===== src/rtl/fpu_sign_seq.sv =====
// fpu_sign_seq: sign-tracking microsequencer for the FPU.
// Accepts one FP op at a time and steps the sign unit through a per-op
// sequence of sign-function selects. A global stall (fpuhold) freezes it.
// Optional feature macro: FPU_SIGN_SEQ_ABORT_EN adds an abort input that
// cancels the op in flight without a done pulse.
module fpu_sign_seq #(
  parameter int MUL_CYCLES  = 2,
  parameter int DIV_CYCLES  = 28,
  parameter int NORM_CYCLES = 1
) (
  input  logic       clk,
  input  logic       reset,
  input  logic       fpuhold,
  input  logic       req_valid,
  input  logic [2:0] req_op,
`ifdef FPU_SIGN_SEQ_ABORT_EN
  input  logic       abort,
`endif
  output logic       req_ready,
  output logic       cyc0_rdy,
  output logic [2:0] asignfunc,
  output logic       busy,
  output logic       done,
  output logic [2:0] done_op
);

  typedef enum logic [3:0] {
    S_IDLE  = 4'd0,
    S_LOAD  = 4'd1,
    S_NEGB1 = 4'd2,
    S_NEGB2 = 4'd3,
    S_NEGB3 = 4'd4,
    S_ALIGN = 4'd5,
    S_NORM  = 4'd6,
    S_XOR   = 4'd7,
    S_ITER  = 4'd8,
    S_INV   = 4'd9,
    S_CLR   = 4'd10,
    S_DONE  = 4'd11
  } state_e;

  localparam logic [2:0] OP_FADD = 3'd0;
  localparam logic [2:0] OP_FSUB = 3'd1;
  localparam logic [2:0] OP_FMUL = 3'd2;
  localparam logic [2:0] OP_FDIV = 3'd3;
  localparam logic [2:0] OP_FNEG = 3'd4;
  localparam logic [2:0] OP_FABS = 3'd5;
  localparam logic [2:0] OP_FCMP = 3'd6;
  localparam logic [2:0] OP_FMOV = 3'd7;

  // Counter preloads: the counter holds "remaining cycles minus one".
  localparam logic [4:0] MUL_LOAD  = 5'(MUL_CYCLES - 1);
  localparam logic [4:0] DIV_LOAD  = 5'(DIV_CYCLES - 1);
  localparam logic [4:0] NORM_LOAD = 5'(NORM_CYCLES - 1);

  state_e     state_q, state_d;
  logic [2:0] op_q, op_d;
  logic [4:0] cnt_q, cnt_d;
  logic [2:0] func_q;
  logic       cyc0_q;
  logic       busy_q;
  logic [2:0] done_op_q;
  logic       abort_s;

  // Sign-function select driven while sitting in a given state.
  function automatic logic [2:0] func_of(state_e s);
    case (s)
      S_NEGB1: func_of = 3'd6;
      S_NEGB2: func_of = 3'd1;
      S_NEGB3: func_of = 3'd6;
      S_ALIGN: func_of = 3'd3;
      S_XOR:   func_of = 3'd2;
      S_INV:   func_of = 3'd1;
      S_CLR:   func_of = 3'd5;
      default: func_of = 3'd0;
    endcase
  endfunction

`ifdef FPU_SIGN_SEQ_ABORT_EN
  assign abort_s = abort && !fpuhold && busy_q;
`else
  assign abort_s = 1'b0;
`endif

  // Next-state, opcode and iteration-counter logic.
  always_comb begin
    state_d = state_q;
    op_d    = op_q;
    cnt_d   = cnt_q;
    if (fpuhold) begin
      state_d = state_q;
    end else if (abort_s) begin
      state_d = S_IDLE;
      cnt_d   = 5'd0;
    end else begin
      case (state_q)
        S_IDLE: begin
          if (req_valid) begin
            op_d    = req_op;
            state_d = S_LOAD;
          end else begin
            state_d = S_IDLE;
          end
        end
        S_LOAD: begin
          case (op_q)
            OP_FADD: state_d = S_ALIGN;
            OP_FSUB: state_d = S_NEGB1;
            OP_FMUL: state_d = S_XOR;
            OP_FDIV: state_d = S_XOR;
            OP_FNEG: state_d = S_INV;
            OP_FABS: state_d = S_CLR;
            OP_FCMP: state_d = S_NEGB1;
            OP_FMOV: state_d = S_DONE;
            default: state_d = S_DONE;
          endcase
        end
        S_NEGB1: state_d = S_NEGB2;
        S_NEGB2: state_d = S_NEGB3;
        S_NEGB3: state_d = S_ALIGN;
        S_ALIGN: begin
          if (op_q == OP_FCMP) begin
            state_d = S_DONE;
          end else begin
            state_d = S_NORM;
            cnt_d   = NORM_LOAD;
          end
        end
        S_XOR: begin
          state_d = S_ITER;
          if (op_q == OP_FMUL) begin
            cnt_d = MUL_LOAD;
          end else begin
            cnt_d = DIV_LOAD;
          end
        end
        S_NORM, S_ITER: begin
          if (cnt_q == 5'd0) begin
            state_d = S_DONE;
          end else begin
            cnt_d = cnt_q - 5'd1;
          end
        end
        S_INV:   state_d = S_DONE;
        S_CLR:   state_d = S_DONE;
        S_DONE:  state_d = S_IDLE;
        default: state_d = S_IDLE;
      endcase
    end
  end

  // State registers; decoded outputs are registered from the next state so
  // they stay aligned with state_q and freeze with it under fpuhold.
  always_ff @(posedge clk) begin
    if (reset) begin
      state_q   <= S_IDLE;
      op_q      <= 3'd0;
      cnt_q     <= 5'd0;
      func_q    <= 3'd0;
      cyc0_q    <= 1'b0;
      busy_q    <= 1'b0;
      done_op_q <= 3'd0;
    end else begin
      state_q   <= state_d;
      op_q      <= op_d;
      cnt_q     <= cnt_d;
      func_q    <= func_of(state_d);
      cyc0_q    <= (state_d == S_LOAD);
      busy_q    <= (state_d != S_IDLE);
      done_op_q <= (state_d == S_DONE) ? op_d : 3'd0;
    end
  end

  assign req_ready = (state_q == S_IDLE) && !fpuhold;
  assign done      = (state_q == S_DONE) && !fpuhold && !abort_s;
  assign asignfunc = abort_s ? 3'd0 : func_q;
  assign cyc0_rdy  = abort_s ? 1'b0 : cyc0_q;
  assign busy      = busy_q;
  assign done_op   = done_op_q;

endmodule


===== config.mk =====
export PLATFORM = sky130hd
export DESIGN_NAME = fpu_sign_seq
export DESIGN_NICKNAME = d
export VERILOG_FILES = /design/src/rtl/fpu_sign_seq.sv
export SDC_FILE = /design/constraint.sdc
export NUM_CORES = 1
export LEC_CHECK = 0
export BUFFER_PORTS_ARGS = -buffer_cell sky130_fd_sc_hd__buf_2
export CORE_MARGIN = 2
export CORE_UTILIZATION = 45
export DETAILED_ROUTE_END_ITERATION = 10
export PLACE_DENSITY = 0.73
export SLEW_MARGIN = 30
export SYNTH_ARGS = -nofsm -noshare
export SYNTH_HDL_FRONTEND = slang
export SYNTH_SLANG_ARGS = --single-unit

===== constraint.sdc =====
create_clock -name clk -period 2.4 [get_ports clk]
set_input_delay 0.24 -clock clk [delete_from_list [all_inputs] [get_ports clk]]
set_output_delay 0.24 -clock clk [all_outputs]
set_load 0.02 [all_outputs]

==> summary.txt <==
Layout
  • Design area: 1500 um^2
  • Area grow syn2layout: 10.4%
  • Share of post-route cells with drive strength above 1: 0.182
  • Number of fill cells: about 260
  • Post-layout util: 0.534
  • Most common cell after layout, fill and taps aside: dfxtp_1
  • Sequential cell area: roughly 480 um^2
  • Fin nets: 183
  • Footprint of the multi-input gates: 795 um^2
  • Most frequent cells in the layout: 24 x dfxtp_1, 16 x nor2_1, 16 x buf_2
  • Ant diodes: 0

STA
  • Clock Skew: approximately 10 ps
  • Setup Viol. Count Final: 0
  • Slew @ Worst Pin: just over 500 ps
  • Fmax: between 400 and 500 MHz
  • Crit share post-route: 0.930
  • Sum Neg Setup Slack: 0 ps
  • Hold Violations, Final: 0
  • RSZ-0062 raised after global routing: no
  • Max transition margin: 0.650
  • Minimum clock period: around 2200 ps
  • Final Max Tran Viols: 0
  • Worst hold slack: 212 ps

Synthesis
  • Syn Nets: roughly 170
  • Synth area leader: dfxtp_1
  • Cell count after synthesis: approximately 160
  • Syn_area_per_cell: 8.70 um^2
  • Post-synth top area share: 0.354
  • Post-synthesis sequential area ratio: 0.354
  • Ys async rst share: 0
  • Most used DFF post-synth: dfxtp_1
  • Post-synthesis register bit count: 24
  • Cell area after synthesis: roughly 1400 um^2
  • Netlist cell types: 51
  • Synth warn: 0
  • Top post-synthesis cells by area: dfxtp_1 35%, ha_1 4.6%, nor2_1 4.4%
  • Post-synth EDFFs: 0

GRT
  • Largest net degree at the start of global routing: 19
  • Grt total ovfl: 0
  • Vias in the first global route: a little over 1,000
  • Initial antenna violation count: 0
  • GR Util All Layers: 0.179
  • Global-route wire length before repair: 4730 um

Worst setup path
  • Worst EP required: around 2600 ps
  • Crit start category: flip-flop
  • WP data arrival: 2480 ps
  • CP max stage delay: 630 ps
  • Cell breakdown of the critical path: inv_1, nor2_8, o21ai_2, a311o_1, or4_1, o211ai_2
  • Worst path top cell family by delay: simple AND/OR/NAND/NOR gates
  • Crit Path Class: flip-flop to flip-flop
  • Worst Path Buf+Inv: 1
  • Crit Path Max Fanout: 14
  • Worst setup EP type: flip-flop
  • Slowest CP cell: dfxtp_1

Hold path
  • HP Class: primary input to flip-flop

Routing
  • 1st-iter DRT viols: 39
  • Total detailed-routing wirelength: 2760 um
  • # DRC: 0
  • First-pass DRT Iterations: 7
  • Via density: 5.92
  • Post-DRT Antenna Nets: 0
  • Avg WL per Cell: about 14 um
  • Vias: 1,189

Clock network
  • Worst skew pair latency: around 310 ps
  • CTS tree: built
  • # resized after CTS: 0
  • CTS buffer count: 3
  • Post-CTS Setup Bufs: 0
  • CTS Buffer Depth: 2
  • Htree depth: 1
  • Hold Buf Count CTS: 0
  • Root buffer cell: clkbuf_4
  • Clk slew on worst S/H paths: 130 ps
  • TritonCTS sink count: 24

Place
  • Port bufs: 16
  • HPWL Detailed: between 2000 and 2500 um
  • GP Congestion: ~0.91
  • Placed Area: approximately 1400 um^2

Die
  • Number of primary I/O pins: 17
  • Placement Rows: 19
  • Core box area: around 2800 um^2
  • Initial core utilization: 0.484
  • Chip width: 58.9 um
  • Die area: about 3500 um^2
  • Die H: between 50 and 60 um

Outcome
  • Status: finished, final reports clean

Pwr
  • Pleak: 0.000652 uW
  • PD cells: about 600 nW/um^2
  • Peak supply drop: approximately 0.00034 V
  • Overall power: ~890 uW

Run
  • Max Cap Viol: 0
[per-layer routing]
metal	wire, um	share of wire	GRT usage
met3	211	0.076	0.0330
met5	0	0	0
met1	1310	0.48	0.267
met4	29	0.010	0.0779
met2	1210	0.44	0.248
[power breakdown]
group	internal, uW	total (uW)	switching [uW]
combinational	64.2	162	98.1
sequential	421	442	20.8
clock	169	286	117
[per-stage QoR]
stage / setup slack (ps) / cells
after global placement: 213 / 197
after global routing: 7.47 / 201
after detailed placement: 212 / 197
after floorplan: 377 / 156
final: 168 / 201
after CTS: 188 / 201
[kinds of logic after synthesis]
family,count (synthesis),synth area share
simple gates,61,0.265
fa+ha+maj,5,0.0461
buf+inv,19,0.0636
mux,2,0.0147
flops,24,0.354
compound gates,45,0.256
[cell usage after synthesis, types with 4 or more instances]
library cell / instances
dfxtp_1: 24
nor2_1: 16
inv_1: 12
a21oi_1: 11
nand2_1: 8
nor3_1: 7
o21ai_0: 7
ha_1: 5
a211oi_1: 4
and2_1: 4
and3_1: 4
nand2b_1: 4
[worst min-delay path, delay by kind of cell]
family	cells	cell delay, ps
AOI/OAI and AO/OA	1	60
buffers and inverters	1	100
and+or+nand+nor	1	90
[path summary, 6_finish.rpt]
check / from / to / slack [ps] / cells past startpoint
min reg2reg: op_q[1] / op_q[1] / 530 / 2
max: state_q[3] / asignfunc[0] / 170 / 6
min: req_op[1] / op_q[1] / 210 / 3
max reg2reg: state_q[3] / asignfunc[0] / 170 / 6
[final cells by class]
type                            instances  share of cell area
Clock buffer                            3              0.0150
Clock inverter                          1              0.0200
Inverter                               12              0.0301
Multi-Input combinational cell        113               0.530
Sequential cell                        24               0.321
Tap cell                               31              0.0259
Timing Repair Buffer                   17              0.0584
(Power assumes the default switching activity.)
